`config.mk`:
```
export PLATFORM = sky130hd
export DESIGN_NAME = mux_dec_scan_sel
export DESIGN_NICKNAME = d
export VERILOG_FILES = /design/src/rtl/mux_dec_pkg.sv /design/src/rtl/sel_decoder.sv /design/src/rtl/mux_dec_scan_sel.sv
export SDC_FILE = /design/constraint.sdc
export NUM_CORES = 1
export LEC_CHECK = 0
export BUFFER_PORTS_ARGS = -buffer_cell sky130_fd_sc_hd__buf_4
export CORE_ASPECT_RATIO = 0.9
export CORE_MARGIN = 2
export CORE_UTILIZATION = 40
export DETAILED_ROUTE_END_ITERATION = 10
export GPL_ROUTABILITY_DRIVEN = 0
export GPL_TIMING_DRIVEN = 0
export HOLD_SLACK_MARGIN = 0.03
export SYNTH_ARGS = -nofsm -noshare
export SYNTH_HDL_FRONTEND = slang
export SYNTH_SLANG_ARGS = --single-unit
```
`constraint.sdc`:
```
create_clock -name clk -period 3.7 [get_ports clk]
set_clock_uncertainty 0.15 [all_clocks]
set_input_delay 0.37 -clock clk [delete_from_list [all_inputs] [get_ports clk]]
set_output_delay 0.37 -clock clk [all_outputs]
set_load 0.01 [all_outputs]
```
`src/rtl/mux_dec_pkg.sv`:
```
// Shared mode encoding and one-hot helper for the scan/select multiplexer.
package mux_dec_pkg;

    typedef enum logic {
        MODE_MANUAL = 1'b0,
        MODE_SCAN   = 1'b1
    } mode_e;

    // Widest channel count the one-hot helper can represent.
    localparam int unsigned MAX_CH = 64;

    // One-hot of sel over nch channels; all zero when disabled or out of range.
    function automatic logic [MAX_CH-1:0] f_onehot(
        input int unsigned sel,
        input logic        en,
        input int unsigned nch
    );
        logic [MAX_CH-1:0] y;
        y = '0;
        if (en && (sel < nch) && (sel < MAX_CH)) begin
            y = MAX_CH'(1) << sel;
        end
        return y;
    endfunction

endpackage

```
`src/rtl/sel_decoder.sv`:
```
// Combinational binary-to-one-hot decoder with enable and out-of-range flag.
module sel_decoder
    import mux_dec_pkg::*;
#(
    parameter int unsigned NCH   = 4,
    parameter int unsigned SEL_W = $clog2(NCH)
) (
    input  logic [SEL_W-1:0] sel,
    input  logic             en,
    output logic [NCH-1:0]   y,
    output logic             oor
);

    // Decode the select; flag codes that name no existing channel.
    always_comb begin
        y   = NCH'(f_onehot(32'(sel), en, NCH));
        oor = (32'(sel) >= NCH);
    end

endmodule

```
`src/rtl/mux_dec_scan_sel.sv`:
```
// N-channel multiplexer with manual select or auto-scan with programmable dwell.
// Pointer, dwell counter, decode and data are all registered on the same edge.
module mux_dec_scan_sel
    import mux_dec_pkg::*;
#(
    parameter int unsigned NCH     = 4,
    parameter int unsigned DW      = 1,
    parameter int unsigned SEL_W   = $clog2(NCH),
    parameter int unsigned DWELL_W = 8
) (
    input  logic               clk,
    input  logic               rst_n,
    input  logic               en,
    input  logic               mode,
    input  logic [SEL_W-1:0]   sel_in,
    input  logic               load,
    input  logic [DWELL_W-1:0] dwell,
    input  logic [NCH*DW-1:0]  din,
    output logic [NCH-1:0]     dec_y,
    output logic [DW-1:0]      dout,
    output logic               dout_valid,
    output logic [SEL_W-1:0]   sel_cur,
    output logic               wrap,
    output logic               err
);

    logic [DWELL_W-1:0] cnt;
    logic [DWELL_W-1:0] cnt_nxt;
    logic [SEL_W-1:0]   nxt;
    logic [SEL_W-1:0]   step_sel;
    logic               last_ch;
    logic               in_range;
    logic               valid_nxt;
    logic               wrap_nxt;
    logic               err_nxt;
    logic [NCH-1:0]     dec_nxt;
    logic               dec_oor;
    logic [DW-1:0]      dout_nxt;

    // Next pointer, dwell count and status pulses from mode, load and dwell.
    always_comb begin
        in_range  = ({1'b0, sel_in} < (SEL_W+1)'(NCH));
        last_ch   = (sel_cur == SEL_W'(NCH - 1));
        step_sel  = last_ch ? '0 : sel_cur + 1'b1;
        nxt       = sel_cur;
        cnt_nxt   = cnt;
        valid_nxt = 1'b0;
        wrap_nxt  = 1'b0;
        err_nxt   = 1'b0;
        if (en) begin
            if (mode == MODE_MANUAL) begin
                // Holding cnt at 0 makes a later switch to SCAN start a fresh dwell.
                cnt_nxt = '0;
                if (in_range) begin
                    nxt       = sel_in;
                    valid_nxt = 1'b1;
                end else begin
                    err_nxt = 1'b1;
                end
            end else begin
                valid_nxt = 1'b1;
                if (load && in_range) begin
                    nxt     = sel_in;
                    cnt_nxt = '0;
                end else begin
                    // A rejected load still flags err but must not disturb stepping.
                    err_nxt = load;
                    if (cnt == dwell) begin
                        nxt      = step_sel;
                        cnt_nxt  = '0;
                        wrap_nxt = last_ch;
                    end else begin
                        cnt_nxt = cnt + 1'b1;
                    end
                end
            end
        end
    end

    sel_decoder #(
        .NCH   (NCH),
        .SEL_W (SEL_W)
    ) u_dec (
        .sel (nxt),
        .en  (valid_nxt),
        .y   (dec_nxt),
        .oor (dec_oor)
    );

    // Data path picks the channel the pointer is about to hold.
    always_comb begin
        dout_nxt = '0;
        if (valid_nxt && !dec_oor) begin
            dout_nxt = din[nxt*DW +: DW];
        end
    end

    // State and output registers, all advancing together.
    always_ff @(posedge clk or negedge rst_n) begin
        if (!rst_n) begin
            sel_cur    <= '0;
            cnt        <= '0;
            dec_y      <= '0;
            dout       <= '0;
            dout_valid <= 1'b0;
            wrap       <= 1'b0;
            err        <= 1'b0;
        end else begin
            sel_cur    <= nxt;
            cnt        <= cnt_nxt;
            dec_y      <= dec_nxt;
            dout       <= dout_nxt;
            dout_valid <= valid_nxt & ~dec_oor;
            wrap       <= wrap_nxt;
            err        <= err_nxt;
        end
    end

endmodule

```
* After elaboration in Yosys (flattened, before gate mapping)
Cells that the tools add are included.
Storage, ports and cells: bits in registers 17, bits in latches 0, RAM bits 0, bits in read-only memories 0, input port bits 19, output and inout port bits 10, logic and storage cells 27, memories kept 0
Cells by class: add/sub/neg operators 2, $mul 0, div/mod/pow operators 0, order comparisons 0, equal/unequal tests 2, shift operators 2, muxes and demuxes 15, bitwise logic cells 0, reductions and logical operators 0
Operators by type and width (count):
- 8-bit two-way mux | 3
- 2-bit two-way mux | 5
- 8-bit by 1-bit adder with 8-bit output (second input constant) | 1
- 8-bit equality test | 1
- 1-bit two-way mux | 6
- 4-bit two-way mux | 1
- 4-bit by 3-bit variable part select with 1-bit output | 1
- 1-bit by 2-bit << shifter with 4-bit output (first input constant) | 1
- 2-bit by 1-bit adder with 2-bit output (second input constant) | 1
- 2-bit equality test (second input constant) | 1

* Longest topological paths before layout
depth in word-level cells 8, depth in mapped cells 7, depth with buffers taken out 7

* Modules after synthesis
Synthesis repeated with hierarchy kept, for this count alone.
Unflattened totals: cells, all modules 91, area, all modules 948.4 um2
Modules (own cells, without submodules):
- mux_dec_scan_sel | times used 1, cells each 85, area each 899.6 um2, sequential area each 425.4 um2
- sel_decoder | times used 1, cells each 6, area each 48.8 um2, sequential area each 0.0 um2

* Worst setup path before layout
OpenSTA, ideal clock, no wires.
path type reg-to-reg, start point reg sel_cur[0], end point reg dout, library setup time 0.139 ns, arrival time 1.692 ns, required time 3.411 ns, setup slack 1.720 ns, stages on the path, launching flop included 8, buffers on the path 0, clock period less this slack 1.980 ns, cell sequence dfrtp_1 -> ha_1 -> nor4b_1 -> a211o_1 -> a211oi_1 -> nor2_1 -> mux2i_1 -> a211oi_2
Between the ends: cells in the longest elaborated chain, start to end 8, elaborated cells between the ends (all ways) 9, classes of those cells 1 x add/sub; 1 x eq/ne; 1 x shift; 6 x mux
RTL lines:
- start, declared | RTL line mux_dec_scan_sel.sv:22 | output logic [SEL_W-1:0] sel_cur,
- start signal, assigned | RTL line mux_dec_scan_sel.sv:109 | sel_cur <= nxt;
- 2-bit by 1-bit adder with 2-bit output / 2-bit equality test (equally long branches) | RTL line mux_dec_scan_sel.sv:44, mux_dec_scan_sel.sv:43
- 2-bit two-way mux | RTL line mux_dec_scan_sel.sv:44 | step_sel = last_ch ? '0 : sel_cur + 1'b1;
- 2-bit two-way mux | RTL line mux_dec_scan_sel.sv:68 | if (cnt == dwell) begin
- 2-bit two-way mux | RTL line mux_dec_scan_sel.sv:62 | if (load && in_range) begin
- 2-bit two-way mux | RTL line mux_dec_scan_sel.sv:51 | if (mode == MODE_MANUAL) begin
- 2-bit two-way mux * | RTL line mux_dec_scan_sel.sv:50 | if (en) begin
- via nxt[0] | RTL line mux_dec_scan_sel.sv:29 | logic [SEL_W-1:0] nxt;
- 4-bit by 3-bit variable part select with 1-bit output * | RTL line mux_dec_scan_sel.sv:94 | dout_nxt = din[nxt*DW +: DW];
- 1-bit two-way mux * | RTL line mux_dec_scan_sel.sv:93 | if (valid_nxt && !dec_oor) begin
- via dout_nxt | RTL line mux_dec_scan_sel.sv:38 | logic [DW-1:0] dout_nxt;
- end signal, assigned | RTL line mux_dec_scan_sel.sv:112 | dout <= dout_nxt;
- end, declared | RTL line mux_dec_scan_sel.sv:20 | output logic [DW-1:0] dout,
Mark *: on every way through the listed nets, which the timed path passes. The rest lies on a longest branch. A chain may end at the register's enable or synchronous reset.

* Worst setup path in the final report
start point in en, end point reg dout
Between the ends: cells in the longest elaborated chain, start to end 3, elaborated cells between the ends (all ways) 4, classes of those cells 1 x shift; 3 x mux
RTL lines:
- start, declared | RTL line mux_dec_scan_sel.sv:13 | input logic en,
- 2-bit two-way mux | RTL line mux_dec_scan_sel.sv:50
- via nxt[0] | RTL line mux_dec_scan_sel.sv:29
- 4-bit by 3-bit variable part select with 1-bit output | RTL line mux_dec_scan_sel.sv:94
- 1-bit two-way mux | RTL line mux_dec_scan_sel.sv:93
- via dout_nxt | RTL line mux_dec_scan_sel.sv:38
The timed path passes the listed nets, and every way through them passes these cells.

==> flow_metrics.env <==
export IMPL_outcome="finished, final reports clean"
export IMPL_floorplan_core_area_mm2=0.00238
export IMPL_grt_pass1_wl_um=3390
export IMPL_place_detailed_instances=155
export IMPL_yosys_area_top_type="sky130_fd_sc_hd__dfrtp_1"
export IMPL_syn_instance_count=100
export IMPL_ctsRootBufferMaster="sky130_fd_sc_hd__clkbuf_4"
export IMPL_count_of_cells_resized_by_post_cts_repair=0
export IMPL_global_routing_s_busiest_layer="met2"
export IMPL_drt_pass1_iter_count=4
export IMPL_reg2reg_from="cnt[0]$_DFFE_PN0P_"
export IMPL_number_of_antenna_violations_at_the_first_check_in_global_routing=0
export IMPL_route_detailed_wl_per_inst_um=12.3
export IMPL_layout_min_cycle_time_ns=2.33
export IMPL_r2r_end="dout$_DFF_PN0_"
export IMPL_drv_cap=0
export IMPL_drt_vias_per_instance=5.05
export IMPL_setup_viol_count_final=0
export IMPL_drtAntennaViolNets=0
export IMPL_die_h_um=51.0
export IMPL_min_delay_worst_endpoint="dout$_DFF_PN0_"
export IMPL_finalSetupTns_ns=0
export IMPL_grt_util_met3_pct=5.32
export IMPL_worstSetupPathType="input pin to register"
export IMPL_met2_capacity_usage_during_global_routing_pct=24.1
export IMPL_num_io_pins=29
export IMPL_clock_fmax_ghz=0.430
export IMPL_synth_top_cells_by_area="sky130_fd_sc_hd__dfrtp_1, sky130_fd_sc_hd__xnor2_1, sky130_fd_sc_hd__nor2_1, sky130_fd_sc_hd__nand3_1, sky130_fd_sc_hd__xor2_1"
export IMPL_worst_r2r_path_depth=6
export IMPL_worst_path_max_fanout=8
export IMPL_worst_endpoint_required_ns=3.71
export IMPL_num_fill_cells=238
export IMPL_endpoint_kind="register"
export IMPL_fp_dieW_um=56.3
export IMPL_syn_avg_cell_area_um2=9.83
export IMPL_syn2layout_area_growth_pct=28.9
export IMPL_ys_async_sr_fraction_pct=100
export IMPL_finalWirelength_um=1970
export IMPL_syn_nets=121
export IMPL_post_route_drc_count=0
export IMPL_tritoncts="built"
export IMPL_seq_total_area_yosys_pct=43.3
export IMPL_timing_max_slew_rel_slack_pct=66.0
export IMPL_ys_flop_type="sky130_fd_sc_hd__dfrtp_1"
export IMPL_synth_area_um2=983
export IMPL_numCtsBuffers=3
export IMPL_clk_pin_slew_ns=0.09
export IMPL_final_core_utilization_pct=53.2
export IMPL_synth_enable_flop_cells=0
export IMPL_overflow_after_grt=0
export IMPL_synth_top_cells_by_count="sky130_fd_sc_hd__dfrtp_1, sky130_fd_sc_hd__nor2_1, sky130_fd_sc_hd__xnor2_1"
export IMPL_fp_dieArea_mm2=0.00287
export IMPL_fin_ws_ns=1.37
export IMPL_finish_net_count=155
export IMPL_rows=17
export IMPL_critical_path_startpoint_type="input pin"
export IMPL_track_usage_pct=15.6
export IMPL_leakagePower_nw=0.577
export IMPL_synth_most_common_cell="sky130_fd_sc_hd__dfrtp_1"
export IMPL_met1_usage_pct=20.6
export IMPL_dr_total_vias=813
export IMPL_pwr_density_cell_mw_per_mm2=311
export IMPL_stdcell_count=161
export IMPL_timing_final_max_slew_violations=0
export IMPL_drive_above_1_share_pct=30.1
export IMPL_clk_latency_ns=0.29
export IMPL_buffer_ports_inserted=27
export IMPL_holdPathStages=3
export IMPL_floorplan_initialDensity_pct=41.3
export IMPL_setup_reg_to_reg_worst_slack_ns=1.59
export IMPL_beginning_of_the_worst_hold_path="din[3]"
export IMPL_cts_num_sinks=17
export IMPL_whs_ns=0.287
export IMPL_tightest_slew_ns=0.509
export IMPL_yosysWarningCount=0
export IMPL_report_final_hold_viol_count=0
export IMPL_cts_max_level=1
export IMPL_yosys_area_top_type_share_pct=43.3
export IMPL_yosys_register_bits=17
export IMPL_dpl_worst_slack_ns=1.55
export IMPL_drt_iter0_markers=15
export IMPL_yosysUniqueCellTypes=34
export IMPL_grt_start_max_net_pins=18
export IMPL_clk_path_buf_depth=2
export IMPL_rsz0062_at_grt="false"
export IMPL_first_global_vias=734
export IMPL_hpwlAfterDp_um=1510
export IMPL_antenna_cells_inserted=0
export IMPL_timing_hold_worst_class="input pin to register"
export IMPL_ir_drop_v=0.000221
export IMPL_timing_critical_path_arrival_ns=2.34
export IMPL_final_period_utilization_pct=62.9
## critical path: stages
cell                            delay, ns
sky130_fd_sc_hd__dlygate4sd3_1       0.53
sky130_fd_sc_hd__buf_4               0.10
sky130_fd_sc_hd__buf_2               0.17
sky130_fd_sc_hd__inv_1               0.14
sky130_fd_sc_hd__a211o_1             0.25
sky130_fd_sc_hd__a211oi_1            0.30
sky130_fd_sc_hd__nor2_1              0.14
sky130_fd_sc_hd__a211oi_2            0.26
sky130_fd_sc_hd__a211oi_2            0.06
## per-layer routing
| layer | up-vias | part of all wire [%] | wire (µm) |
|---|---|---|---|
| met5 | - | 0 | 0 |
| met4 | 0 | 1.2 | 24 |
| met3 | 2 | 5.8 | 115 |
| met2 | 25 | 46 | 905 |
| met1 | 375 | 47 | 927 |
| li1 | 411 | - | - |
## kinds of logic (layout without fill, tap and decap cells)
family | after synthesis | count (layout) | share of synthesized area (%)
AO/OA/AOI/OAI | 16 | 16 | 13.5
XOR/XNOR | 14 | 14 | 13.2
adder cells (fa/ha/maj) | 2 | 2 | 2.54
buffers and inverters | 8 | 41 | 3.56
flip-flops | 17 | 17 | 43.3
multiplexers | 2 | 2 | 2.04
other | 1 | 1 | 0.381
AND/OR/NAND/NOR | 40 | 40 | 21.5
## final cells by class
class	instances	area [µm²]	area share, %
Clock buffer	4	26.3	2.07
Tap cell	28	35.0	2.76
Inverter	5	18.8	1.48
Sequential cell	17	425	33.6
Multi-Input combinational cell	75	523	41.3
Buffer	3	16.3	1.28
Timing Repair Buffer	29	223	17.6
## flip-flops by register name, summed over array words and instances (netlist names)
register / cells
dout_valid: 1
dout: 1
wrap: 1
dec_y: 4
sel_cur: 2
cnt: 8
## layout by cell type, fill, tap and decap left out, drive strengths merged
| master | n |
|---|---|
| buf | 29 |
| dfrtp | 17 |
| nor2 | 14 |
| xnor2 | 10 |
| nand3 | 7 |
| o21ai | 6 |
| inv | 5 |
| nand2 | 5 |
| clkbuf | 5 |
| xor2 | 4 |
| nand4 | 4 |
| a211oi | 3 |
| nor3 | 2 |
| a21oi | 2 |
| mux2i | 2 |
| ha | 2 |
| dlygate4sd3 | 2 |
| nand2b | 1 |
| nor4b | 1 |
| a211o | 1 |
| nor2b | 1 |
| o211a | 1 |
| or2 | 1 |
| a311oi | 1 |
| nor4 | 1 |
| o211ai | 1 |
| nor3b | 1 |
| and3 | 1 |
| o21a | 1 |
| and2 | 1 |
| conb | 1 |
## worst max-delay path by stage
stage | start | to | slack (ns)
global route | en | dout$_DFF_PN0_ | 1.27
global placement | dwell[6] | dout$_DFF_PN0_ | 1.57
CTS | cnt[0]$_DFFE_PN0P_ | dout$_DFF_PN0_ | 1.57
detailed placement | dwell[1] | dout$_DFF_PN0_ | 1.55
floorplan | sel_cur[0]$_DFF_PN0_ | dout$_DFF_PN0_ | 1.72
finish | en | dout$_DFF_PN0_ | 1.37
## what timing repair did
action / CTS / global route
hold endpoints to repair: 17 / 1
hold buffers: 1 / 1
buffers inserted: 0 / 0
## report_power, final
part | switching (mW) | total (mW) | leakage (nW) | internal, mW
registers | 0.00933 | 0.204 | 0.227 | 0.195
logic | 0.0449 | 0.0914 | 0.335 | 0.0465
clock network | 0.0564 | 0.0984 | 0.0150 | 0.0419
total | 0.111 | 0.394 | 0.577 | 0.283
## through the flow
| stage | instance area, µm² | power, mW |
|---|---|---|
| after CTS | 1260 | 0.397 |
| after detailed placement | 1220 | 0.298 |
| after global routing | 1270 | 0.416 |
| final | 1270 | 0.394 |
| after global placement | 1220 | 0.296 |
| after floorplan | 983 | 0.256 |
Note: power is estimated with default switching activity, not from simulation.
